## config.mk

```make
export PLATFORM = sky130hd
export DESIGN_NAME = query_patch_loader_flat
export DESIGN_NICKNAME = d
export VERILOG_FILES = /design/src/rtl/query_patch_pkg.sv /design/src/rtl/query_patch_loader_if.sv /design/src/rtl/query_patch_loader.sv /design/src/flat_wrapper.sv
export SDC_FILE = /design/constraint.sdc
export NUM_CORES = 1
export LEC_CHECK = 0
export CAP_MARGIN = 15
export CELL_PAD_IN_SITES_DETAIL_PLACEMENT = 1
export CELL_PAD_IN_SITES_GLOBAL_PLACEMENT = 2
export CORE_ASPECT_RATIO = 1.2
export CORE_MARGIN = 4
export CORE_UTILIZATION = 38
export DETAILED_ROUTE_END_ITERATION = 6
export PLACE_DENSITY = 0.84
export RECOVER_POWER = 100
export SYNTH_ARGS = -nofsm -noshare
export SYNTH_HDL_FRONTEND = slang
export SYNTH_SLANG_ARGS = --single-unit
```

## constraint.sdc

```tcl
create_clock -name clk -period 9.96 [get_ports clk]
set_clock_uncertainty 0.1 [all_clocks]
set_input_delay 1.992 -clock clk [delete_from_list [all_inputs] [get_ports clk]]
set_output_delay 1.992 -clock clk [all_outputs]
set_load 0.02 [all_outputs]
```

## src/rtl/query_patch_pkg.sv

```systemverilog
// Shared constants and FSM state encoding for the query patch loader.
// Default geometry is one 26x19 frame of 5-sample, 11-bit patches.
package query_patch_pkg;

  localparam int DEF_DATA_WIDTH  = 11;
  localparam int DEF_PATCH_SIZE  = 5;
  localparam int DEF_ADDR_WIDTH  = 9;
  localparam int DEF_NUM_PATCHES = 494;

  typedef enum logic [1:0] {
    IDLE,
    COLLECT,
    WRITE,
    DONE
  } state_t;

  function automatic int idx_bits(input int n);
    return (n > 1) ? $clog2(n) : 1;
  endfunction

endpackage

```

## src/rtl/query_patch_loader_if.sv

```systemverilog
// Control, sample stream and patch RAM write port of the loader.
// The slave side is the loader itself; the master side feeds it.
interface query_patch_loader_if
  import query_patch_pkg::*;
#(
  parameter int DATA_WIDTH = DEF_DATA_WIDTH,
  parameter int PATCH_SIZE = DEF_PATCH_SIZE,
  parameter int ADDR_WIDTH = DEF_ADDR_WIDTH
) ();

  logic                             start;
  logic                             clear;
  logic                             in_valid;
  logic [DATA_WIDTH-1:0]            in_data;
  logic                             in_ready;
  logic                             csb0;
  logic                             web0;
  logic [ADDR_WIDTH-1:0]            addr0;
  logic [DATA_WIDTH*PATCH_SIZE-1:0] wpatch0;
  logic                             busy;
  logic                             done;
  logic [ADDR_WIDTH-1:0]            patch_count;

  modport master (
    output start, clear, in_valid, in_data,
    input  in_ready, csb0, web0, addr0, wpatch0,
    input  busy, done, patch_count
  );

  modport slave (
    input  start, clear, in_valid, in_data,
    output in_ready, csb0, web0, addr0, wpatch0,
    output busy, done, patch_count
  );

endinterface

```

## src/rtl/query_patch_loader.sv

```systemverilog
// Packs a stream of samples into patches and writes each patch to a
// single-port RAM, one patch per address, for a whole frame.
module query_patch_loader
  import query_patch_pkg::*;
#(
  parameter int DATA_WIDTH  = DEF_DATA_WIDTH,
  parameter int PATCH_SIZE  = DEF_PATCH_SIZE,
  parameter int ADDR_WIDTH  = DEF_ADDR_WIDTH,
  parameter int NUM_PATCHES = DEF_NUM_PATCHES
) (
  input logic                 clk,
  input logic                 rst,
  query_patch_loader_if.slave bus
);

  localparam int IW = idx_bits(PATCH_SIZE);
  localparam int PW = DATA_WIDTH * PATCH_SIZE;
  localparam logic [IW-1:0] LAST_IDX = IW'(PATCH_SIZE - 1);
  localparam logic [ADDR_WIDTH-1:0] LAST_PATCH =
    ADDR_WIDTH'(NUM_PATCHES - 1);

  state_t                state;
  state_t                state_nxt;
  logic [IW-1:0]         idx;
  logic [PW-1:0]         asm_q;
  logic [PW-1:0]         patch_nxt;
  logic [ADDR_WIDTH-1:0] count;
  logic                  csb_q;
  logic                  web_q;
  logic [ADDR_WIDTH-1:0] addr_q;
  logic [PW-1:0]         wdata_q;
  logic                  accept;
  logic                  last_sample;
  logic                  last_patch;

  assign accept      = (state == COLLECT) && bus.in_valid;
  assign last_sample = accept && (idx == LAST_IDX);
  assign last_patch  = (count == LAST_PATCH);

  assign bus.in_ready    = (state == COLLECT);
  assign bus.busy        = (state == COLLECT) || (state == WRITE);
  assign bus.done        = (state == DONE);
  assign bus.csb0        = csb_q;
  assign bus.web0        = web_q;
  assign bus.addr0       = addr_q;
  assign bus.wpatch0     = wdata_q;
  assign bus.patch_count = count;

  // Drop the incoming sample into its slot of the patch being built.
  always_comb begin
    patch_nxt = asm_q;
    for (int k = 0; k < PATCH_SIZE; k++) begin
      if (idx == IW'(k))
        patch_nxt[k*DATA_WIDTH +: DATA_WIDTH] = bus.in_data;
    end
  end

  // Next state; clear overrides everything, including start.
  always_comb begin
    state_nxt = state;
    if (bus.clear) begin
      state_nxt = IDLE;
    end else begin
      unique case (state)
        IDLE:    if (bus.start) state_nxt = COLLECT;
        COLLECT: if (last_sample) state_nxt = WRITE;
        WRITE:   state_nxt = last_patch ? DONE : COLLECT;
        DONE:    if (bus.start) state_nxt = COLLECT;
        default: state_nxt = IDLE;
      endcase
    end
  end

  // State register.
  always_ff @(posedge clk or posedge rst) begin
    if (rst) state <= IDLE;
    else     state <= state_nxt;
  end

  // Assembly, counters and the registered RAM write port.
  always_ff @(posedge clk or posedge rst) begin
    if (rst) begin
      idx     <= '0;
      asm_q   <= '0;
      count   <= '0;
      csb_q   <= 1'b1;
      web_q   <= 1'b1;
      addr_q  <= '0;
      wdata_q <= '0;
    end else begin
      csb_q <= 1'b1;
      web_q <= 1'b1;
      if (bus.clear) begin
        idx   <= '0;
        asm_q <= '0;
      end else begin
        case (state)
          IDLE, DONE: begin
            if (bus.start) begin
              idx   <= '0;
              count <= '0;
              asm_q <= '0;
            end
          end
          COLLECT: begin
            if (last_sample) begin
              idx     <= '0;
              asm_q   <= '0;
              wdata_q <= patch_nxt;
              addr_q  <= count;
              csb_q   <= 1'b0;
              web_q   <= 1'b0;
            end else if (accept) begin
              idx   <= idx + 1'b1;
              asm_q <= patch_nxt;
            end
          end
          WRITE: count <= count + 1'b1;
          default: ;
        endcase
      end
    end
  end

endmodule

```

## src/flat_wrapper.sv

```systemverilog
// flat-port wrapper written by rule: the top's interface ports become plain ports
module query_patch_loader_flat import query_patch_pkg::*;
#(
  parameter int DATA_WIDTH  = DEF_DATA_WIDTH,
  parameter int PATCH_SIZE  = DEF_PATCH_SIZE,
  parameter int ADDR_WIDTH  = DEF_ADDR_WIDTH,
  parameter int NUM_PATCHES = DEF_NUM_PATCHES
)
  (clk, rst, bus_start, bus_clear, bus_in_valid, bus_in_data, bus_in_ready, bus_csb0, bus_web0, bus_addr0, bus_wpatch0, bus_busy, bus_done, bus_patch_count);
  query_patch_loader_if #(.DATA_WIDTH(DATA_WIDTH), .PATCH_SIZE(PATCH_SIZE), .ADDR_WIDTH(ADDR_WIDTH)) bus_i ();
  input logic clk;
  input logic rst;
  input wire logic [$bits(bus_i.start)-1:0] bus_start;
  input wire logic [$bits(bus_i.clear)-1:0] bus_clear;
  input wire logic [$bits(bus_i.in_valid)-1:0] bus_in_valid;
  input wire logic [$bits(bus_i.in_data)-1:0] bus_in_data;
  output wire logic [$bits(bus_i.in_ready)-1:0] bus_in_ready;
  output wire logic [$bits(bus_i.csb0)-1:0] bus_csb0;
  output wire logic [$bits(bus_i.web0)-1:0] bus_web0;
  output wire logic [$bits(bus_i.addr0)-1:0] bus_addr0;
  output wire logic [$bits(bus_i.wpatch0)-1:0] bus_wpatch0;
  output wire logic [$bits(bus_i.busy)-1:0] bus_busy;
  output wire logic [$bits(bus_i.done)-1:0] bus_done;
  output wire logic [$bits(bus_i.patch_count)-1:0] bus_patch_count;
  assign bus_i.start = bus_start;
  assign bus_i.clear = bus_clear;
  assign bus_i.in_valid = bus_in_valid;
  assign bus_i.in_data = bus_in_data;
  assign bus_in_ready = bus_i.in_ready;
  assign bus_csb0 = bus_i.csb0;
  assign bus_web0 = bus_i.web0;
  assign bus_addr0 = bus_i.addr0;
  assign bus_wpatch0 = bus_i.wpatch0;
  assign bus_busy = bus_i.busy;
  assign bus_done = bus_i.done;
  assign bus_patch_count = bus_i.patch_count;
  query_patch_loader #(.DATA_WIDTH(DATA_WIDTH), .PATCH_SIZE(PATCH_SIZE), .ADDR_WIDTH(ADDR_WIDTH), .NUM_PATCHES(NUM_PATCHES)) u_core (.clk(clk), .rst(rst), .bus(bus_i));
endmodule
```

==> flow_summary_export.csv, run 1 <==
group,metric,value,unit
setup_path,critical_path_required,10.13,ns
yosys,yosys_most_used_dff,"dfrtp_1",
placed_design,placed_area,6130,sq um
outcome,violations,"max-capacitance violations, max-slew violations",
grt,grt_pass1_wl,21500,um
finish,drive_above_1_share,14.6,%
yosys,seq_area_frac_synth,60.0,%
cts,cts_tree,"yes",
grt,first_global_vias,3833,
setup_path,crit_cells,6,
floorplan,die-area,15400,sq um
yosys,async_reset_ff_share,100,%
sta,setup_tns,0,ns
finish,design_area,6670,sq um
placed_design,dp_hpwl,8730,um
yosys,synthCells,372,
yosys,synth_most_common_cell,"dfrtp_1",
sta,layout_setup_ws,3.58,ns
hold_path,hold_path.class,"register to register",
setup_path,cp_max_fo,76,
sta,holdWs,0.390,ns
yosys,synth.distinct_cells,42,
setup_path,crit-reg2reg-launch,"u_core.state[1]",
finish,finalCoreUtilization,50.4,%
cts,insertion_delay,0.41,ns
setup_path,critPathCapture,"u_core.bus.wpatch0[41]",
finish,layout.nets,492,
run,maxCapViolations,3,
route,wl_met3,477,um
sta,finalCritPeriodShare,64.0,%
finish,stdcell_count,647,
floorplan,core,13200,sq um
yosys,postSynthAreaPerCell,13.8,sq um
yosys,netlist_top_cells_area,"dfrtp_1, mux2_2, a22o_1, mux2_4, mux2i_1",
route,ant_nets,0,
route,drtIter0Drc,171,
cts,cts_inserted_buffers,17,
route,dr.max_layer_used,"met4",
setup_path,critical_path.slowest_cell,"clkbuf_1",
grt,grtUsageTotal,18.1,%
finish,fillers,1373,
placed_design,port_buffers,93,
power,power,1.31,mW
yosys,ys_top_cells_by_count,"dfrtp_1, a22o_1, mux2_2",
sta,hold_viol,0,
route,wirelength_met1,5470,um
power,ir_drop,0.111,mV
placed_design,place_congestion,0.752,
setup_path,crit_family,"buffers and inverters",
cts,cts-htree-levels,4,
sta,grt_setup_unrepaired,"no",
yosys,synth-seq-cells,123,
route,route.met2.wl,7110,um
cts,cts_sinks,123,
floorplan,rows,46,
route,wl_per_cell,20.4,um
yosys,synth.yosys.warnings,0,
yosys,synth_edf_count,0,
setup_path,crit_type,"input pin to register",
route,drt_wl_total,13200,um
yosys,synth_top_area_share,59.5,%
outcome,outcome,"complete, but fails checks",
setup_path,crit_chain,"dlygate4sd3_1, and3b_1, nor2b_2, clkbuf_1, nor2_1, a21oi_1",
yosys,netlist.top_cell.by_area,"dfrtp_1",
setup_path,max_stage_delay,2.78,ns
cts,post_cts_resized,0,
finish,area_growth,29.9,%
setup_path,endpoint_kind,"register",
finish,antenna_cells,0,
power,p_leak,3.32,nW
setup_path,reg2reg_slack,5.10,ns
cts,ctsHoldBuffers,0,
route,vias,3443,
grt,antenna_found_initial,0,
setup_path,crit_arrival,6.55,ns
placed_design,dp_cells,615,
grt,overflow,0,
cts,clock-root-buffer,"clkbuf_16",
setup_path,cp-start-kind,"input pin",
setup_path,startpoint,"bus_clear",
yosys,synthesis.area,5130,sq um
grt,grt_max_degree,77,
sta,drv_slew,141,
sta,setup_viol_count_final,0,
sta,slew_headroom,-166,%
yosys,synth_fp_nets,398,
route,first_pass_iters,4,
floorplan,pin_count,94,
setup_path,r2r_end,"u_core.bus.wpatch0[41]",
route,avgViaCountPerCell,5.32,
cts,post_cts_buffers,0,
route,drc_errors,0,
setup_path,crit_buf_inv,2,
cts,clkTransAtPathRegs,0.05,ns
power,p_per_area,196,nW/um^2
floorplan,start_util,38.8,%
floorplan,fp.dieH,135,um
cts,clock_path_buffers,2,
sta,max_slew.worst_pin.slew,3.99,ns
placed_design,dp_slack,5.47,ns
sta,fmax,157,MHz
setup_path,r2r.worst_path.cells,7,
floorplan,fp.dieW,114,um
sta,post-route-min-period,6.38,ns
==> how the worst min path moves through the flow <==
stage                   startpoint                   to  slack (ns)  cells after the start
2_1_floorplan     u_core.asm_q[21]     u_core.asm_q[21]        0.36                      1
3_3_place_gp      u_core.asm_q[21]     u_core.asm_q[21]        0.37                      1
3_5_place_dp      u_core.asm_q[26]     u_core.asm_q[26]        0.38                      1
4_1_cts           u_core.asm_q[14]     u_core.asm_q[14]        0.40                      1
5_1_grt           u_core.asm_q[11]     u_core.asm_q[11]        0.42                      1
6_report       u_core.bus.addr0[2]  u_core.bus.addr0[2]        0.39                      1
==> sequential cells by signal, summed over array words and instances, names as in the netlist <==
register and flops:
u_core.state 2, u_core.bus.patch_count 9, u_core.idx 3, u_core.bus.csb0 1
u_core.bus.wpatch0 55, u_core.bus.addr0 9, u_core.asm_q 44
==> cell families after synthesis <==
family / synth area share (%)
DFF: 60.0
AOI/OAI and AO/OA: 12.3
muxes: 15.5
and+or+nand+nor: 5.73
buffers and inverters: 4.00
adders and majority gates: 2.44
==> power breakdown <==
part | internal, mW | switching, mW
logic | 0.0473 | 0.0899
clock network | 0.430 | 0.212
registers | 0.513 | 0.0138
total | 0.990 | 0.316
==> cell usage in the layout (no fill, tap or decap), types with 5 or more instances in the layout <==
cell and n:
nor2_1 14, mux2_2 37, dfrtp_1 122, clkbuf_1 6, mux2i_1 14, ha_1 10
a22o_1 42, clkbuf_16 17, inv_1 11, nand2_1 10, clkdlybuf4s50_1 12, mux2_1 16
nand3_1 5, o21ai_0 15, a21oi_1 16, dlygate4sd3_1 81
==> layout make-up <==
type	instances	area (sq um)	area share (%)
inverter	12	46.3	0.694
clock buffer	24	472	7.08
clock inverter	8	140	2.10
sequential	123	3080	46.2
tap	168	210	3.15
timing repair buffer	95	942	14.1
multi-input combinational	217	1780	26.7
==> layer usage <==
layer  GRT usage (%)  vias to the layer above
li1                -                     1541
met5               0                        -
met3            4.20                       14
met4            5.54                        0
met2            32.5                       75
met1            21.6                     1813
(Power assumes the default switching activity.)
==> run 2: changes to the inputs <==
CORE_UTILIZATION = 35   (was 38)
PLACE_DENSITY = 0.78   (was 0.84)
clock period = 6.6 ns   (was 9.96 ns; I/O delays follow)
==> flow_summary_export.csv, run 2 (synthesis results as in run 1) <==
group,metric,value,unit
setup_path,crit_arrival,4.64,ns
run,maxCapViolations,2,
sta,setup_viol_count_final,0,
hold_path,min_path_cells,1,
finish,largest_reg_flops,55,
floorplan,die-area,16700,sq um
finish,layout.nets,492,
power,internal_power,1.47,mW
cts,ctsHoldBuffers,0,
power,p_leak,3.33,nW
sta,setup_tns,0,ns
finish,final_common_cell,"dfrtp_1",
cts,clock-root-buffer,"clkbuf_16",
grt,grt_max_degree,82,
grt,overflow,0,
cts,clkTransAtPathRegs,0.06,ns
hold_path,hold_path.class,"register to register",
route,avgViaCountPerCell,5.24,
cts,cts_inserted_buffers,17,
floorplan,core,14400,sq um
route,drc_errors,0,
setup_path,critical_path_required,7.01,ns
sta,grt_setup_unrepaired,"no",
hold_path,whs_endpoint,"u_core.bus.wpatch0[49]",
power,power_switching,0.481,mW
outcome,violations,"max-capacitance violations, max-slew violations",
hold_path,hp-start,"u_core.bus.wpatch0[49]",
grt,first_global_vias,3812,
cts,cts-htree-levels,4,
cts,cts_tree,"yes",
cts,cts_sinks,123,
setup_path,crit_buf_inv,3,
route,wl_per_cell,19.6,um
grt,antenna_found_initial,0,
finish,fillers,1513,
sta,max_slew.worst_pin.slew,3.51,ns
sta,fmax,236,MHz
power,seqPwrFrac,40.8,%
floorplan,rows,48,
outcome,outcome,"complete, but fails checks",
power,power,1.95,mW
setup_path,r2r_end,"u_core.asm_q[29]",
placed_design,dp_hpwl,8790,um
setup_path,crit_type,"input pin to async pin",
cts,post_cts_resized,0,
sta,finalCritPeriodShare,64.2,%
setup_path,crit_family,"buffers and inverters",
setup_path,cp-start-kind,"input pin",
grt,grt_pass1_wl,21100,um
placed_design,port_buffers,93,
setup_path,endpoint_kind,"async pin",
power,comb_power_share,10.9,%
setup_path,r2r.worst_path.cells,6,
setup_path,crit-reg2reg-launch,"u_core.state[0]",
route,drt_wl_total,12800,um
finish,antenna_cells,0,
power,p_sw_share,24.7,%
setup_path,critical_path.slowest_cell,"clkinvlp_2",
finish,area_growth,30.4,%
setup_path,reg2reg_slack,3.56,ns
finish,final_cell_mix,"dfrtp_1, dlygate4sd3_1, a22o_1, mux2_2, clkbuf_16",
power,clockPowerShare,48.3,%
route,drtIter0Drc,169,
cts,post_cts_buffers,0,
grt,grtUsageTotal,16.2,%
sta,post-route-min-period,4.24,ns
route,vias,3429,
route,first_pass_iters,4,
setup_path,crit_chain,"dlygate4sd3_1, clkinvlp_2, buf_4",
floorplan,pin_count,94,
power,ir_drop,0.134,mV
sta,drv_slew,94,
placed_design,place_congestion,0.744,
route,ant_nets,0,
floorplan,fp.dieW,119,um
power,p_per_area,291,nW/um^2
floorplan,fp.dieH,141,um
finish,drive_above_1_share,15.7,%
floorplan,start_util,35.7,%
cts,insertion_delay,0.42,ns
cts,clock_path_buffers,2,
sta,slew_headroom,-135,%
setup_path,cp_max_fo,81,
sta,hold_viol,0,
setup_path,max_stage_delay,1.97,ns
-- run 2: cell count changes in the layout (fill, tap and decap cells not counted), sizes merged --
cell / change
buf: +1
bufinv: -1
clkbuf: -2
clkinv: +2
-- run 2: layout make-up --
| cell class | count | area [sq um] | area share (%) |
|---|---|---|---|
| sequential | 123 | 3080 | 46.0 |
| clock buffer | 23 | 478 | 7.14 |
| multi-input combinational | 217 | 1790 | 26.7 |
| clock inverter | 9 | 120 | 1.80 |
| timing repair buffer | 95 | 958 | 14.3 |
| tap | 175 | 219 | 3.27 |
| inverter | 12 | 46.3 | 0.692 |
-- run 2: worst max-delay path by stage --
stage	slack (ns)	start	to	cells after the start
5_1_grt	1.73	rst	u_core.bus.wpatch0[7]	3
3_5_place_dp	2.51	bus_clear	u_core.bus.wpatch0[25]	5
4_1_cts	2.93	bus_clear	u_core.bus.wpatch0[31]	5
6_report	2.36	rst	u_core.bus.wpatch0[0]	3
3_3_place_gp	2.57	bus_clear	u_core.bus.wpatch0[28]	5
2_1_floorplan	1.91	rst	u_core.asm_q[0]	1
-- run 2: power groups by stage --
stage,logic [mW],registers [mW],clock network (mW)
2_1_floorplan,0.133,0.811,0
3_3_place_gp,0.215,0.807,0
3_5_place_dp,0.222,0.807,0
4_1_cts,0.223,0.794,0.962
5_1_grt,0.237,0.797,0.994
6_report,0.211,0.794,0.941
-- run 2: per-stage QoR --
step	utilization [%]	instances	instance area [sq um]	worst slack, ns	hold slack [ns]
after floorplan	-	372	5130	1.91	0.360
after global placement	42.9	622	6150	2.57	0.371
after detailed placement	42.9	622	6150	2.51	0.379
after CTS	47.0	654	6750	2.93	0.397
after global routing	46.6	654	6690	1.73	0.408
final	46.6	654	6690	2.36	0.391
-- run 2: layer usage --
| metal | track usage [%] | routed length (um) |
|---|---|---|
| met5 | 0 | 0 |
| met4 | 5.92 | 226 |
| met2 | 27.3 | 6480 |
| met1 | 20.0 | 5620 |
| met3 | 4.45 | 506 |
==> run 3: changes to the inputs <==
clock period = 4 ns   (was 6.6 ns; I/O delays follow)
==> flow_summary_export.csv, run 3 (synthesis results as in run 1) <==
group,metric,value,unit
floorplan,rows,48,
hold_path,hold_path.class,"register to register",
placed_design,dp_hpwl,8830,um
power,p_per_area,452,nW/um^2
placed_design,dp_cells,625,
setup_path,crit_buf_inv,1,
cts,cts-htree-levels,4,
finish,final_cell_mix,"dfrtp_1, dlygate4sd3_1, a22o_1, mux2_2, clkbuf_16",
finish,layout.nets,495,
finish,design_area,6600,sq um
floorplan,fp.dieW,119,um
route,drt_wl_total,12800,um
setup_path,crit_family,"compound AO/OA/AOI/OAI gates",
setup_path,crit_chain,"dlygate4sd3_1, and3b_1, nand3_1, o21ai_0, a22o_1",
setup_path,critical_path.slowest_cell,"o21ai_0",
sta,drv_slew,125,
sta,fmax,312,MHz
sta,setup_viol_count_final,0,
grt,first_global_vias,3837,
route,wl_met3,509,um
finish,finalCoreUtilization,46.0,%
sta,setup_tns,0,ns
setup_path,critical_path_required,4.24,ns
route,wl_per_cell,19.6,um
sta,slew_headroom,-46.6,%
power,ir_drop,0.250,mV
finish,area_growth,28.6,%
sta,hold_viol,0,
route,dr.max_layer_used,"met4",
finish,antenna_cells,0,
cts,clock-root-buffer,"clkbuf_16",
floorplan,fp.dieH,141,um
floorplan,pin_count,94,
placed_design,port_buffers,93,
cts,clkTransAtPathRegs,0.05,ns
floorplan,start_util,35.7,%
cts,post_cts_resized,0,
setup_path,cp-start-kind,"input pin",
route,first_pass_iters,4,
route,ant_nets,0,
cts,ctsHoldBuffers,0,
grt,grt_max_degree,90,
route,drc_errors,0,
grt,antenna_found_initial,0,
cts,post_cts_buffers,0,
placed_design,placed_area,6190,sq um
cts,cts_tree,"yes",
sta,post-route-min-period,3.20,ns
setup_path,crit_type,"input pin to register",
route,wirelength_met1,5210,um
placed_design,place_congestion,0.735,
setup_path,cp_max_fo,11,
sta,layout_setup_ws,0.796,ns
outcome,outcome,"complete, but fails checks",
finish,drive_above_1_share,14.6,%
cts,cts_sinks,123,
route,route.met2.wl,6860,um
grt,grtUsageTotal,16.2,%
finish,largest_reg_flops,55,
setup_path,endpoint_kind,"register",
finish,stdcell_count,654,
power,power,2.99,mW
run,maxCapViolations,2,
sta,holdWs,0.381,ns
placed_design,dp_slack,0.898,ns
cts,cts_inserted_buffers,17,
cts,clock_path_buffers,2,
grt,grt_pass1_wl,21000,um
cts,insertion_delay,0.41,ns
floorplan,die-area,16700,sq um
route,vias,3431,
power,p_leak,3.28,nW
route,avgViaCountPerCell,5.25,
setup_path,max_stage_delay,1.15,ns
floorplan,core,14400,sq um
route,drtIter0Drc,186,
setup_path,crit_arrival,3.45,ns
sta,grt_setup_unrepaired,"no",
finish,final_common_cell,"dfrtp_1",
grt,overflow,0,
sta,max_slew.worst_pin.slew,2.20,ns
outcome,violations,"max-capacitance violations, max-slew violations",
sta,finalCritPeriodShare,80.1,%
==> run 3: changes by cell type in the layout (fill, tap and decap cells not counted), moves of 2 or more <==
cell             change
bufinv_16            -3
clkbuf_1             +5
clkdlybuf4s50_1      +2
clkinv_2             -3
dlygate4sd3_1        -2
mux2_1               -2
mux2_2               +2
==> run 3: where the power goes <==
group          switching, mW  leakage (nW)  internal (mW)  total [mW]
Clock                  0.499         0.250          0.825        1.32
Combinational          0.227          1.32          0.124       0.351
Sequential            0.0336          1.71           1.28        1.31
Total                  0.760          3.28           2.23        2.99
==> run 3: worst reg2reg max path, delay by kind of cell, from the launching register on <==
kind	cells	cell delay, ns
DFF	1	0.40
AOI/OAI and AO/OA	2	1.44
buffers and inverters	1	0.06
adders and majority gates	1	0.37
and+or+nand+nor	2	0.46
==> run 3: per-layer routing <==
metal | up-vias | GRT usage, %
li1 | 1542 | -
met1 | 1789 | 18.6
met2 | 77 | 28.4
met3 | 23 | 4.57
met4 | 0 | 6.71
met5 | - | 0
==> run 3: final cells by class <==
cell class,instances,area (sq um)
Sequential cell,123,3080
Clock inverter,3,15.0
Fill cell,1492,7750
Clock buffer,26,489
Inverter,12,48.8
Tap cell,175,219
Multi-Input combinational cell,217,1780
Timing Repair Buffer,98,971
==> run 3: final timing paths <==
path	start	depth (start not counted)	slack [ns]	to
setup / recovery	bus_clear	5	0.80	u_core.asm_q[29]
hold / removal	u_core.bus.wpatch0[46]	1	0.38	u_core.bus.wpatch0[46]
setup reg to reg	u_core.state[0]	6	1.11	u_core.asm_q[29]
hold reg to reg	u_core.bus.wpatch0[46]	1	0.38	u_core.bus.wpatch0[46]
max in group asynchronous	rst	3	1.03	u_core.bus.wpatch0[46]
min in group asynchronous	rst	3	1.35	u_core.bus.wpatch0[1]
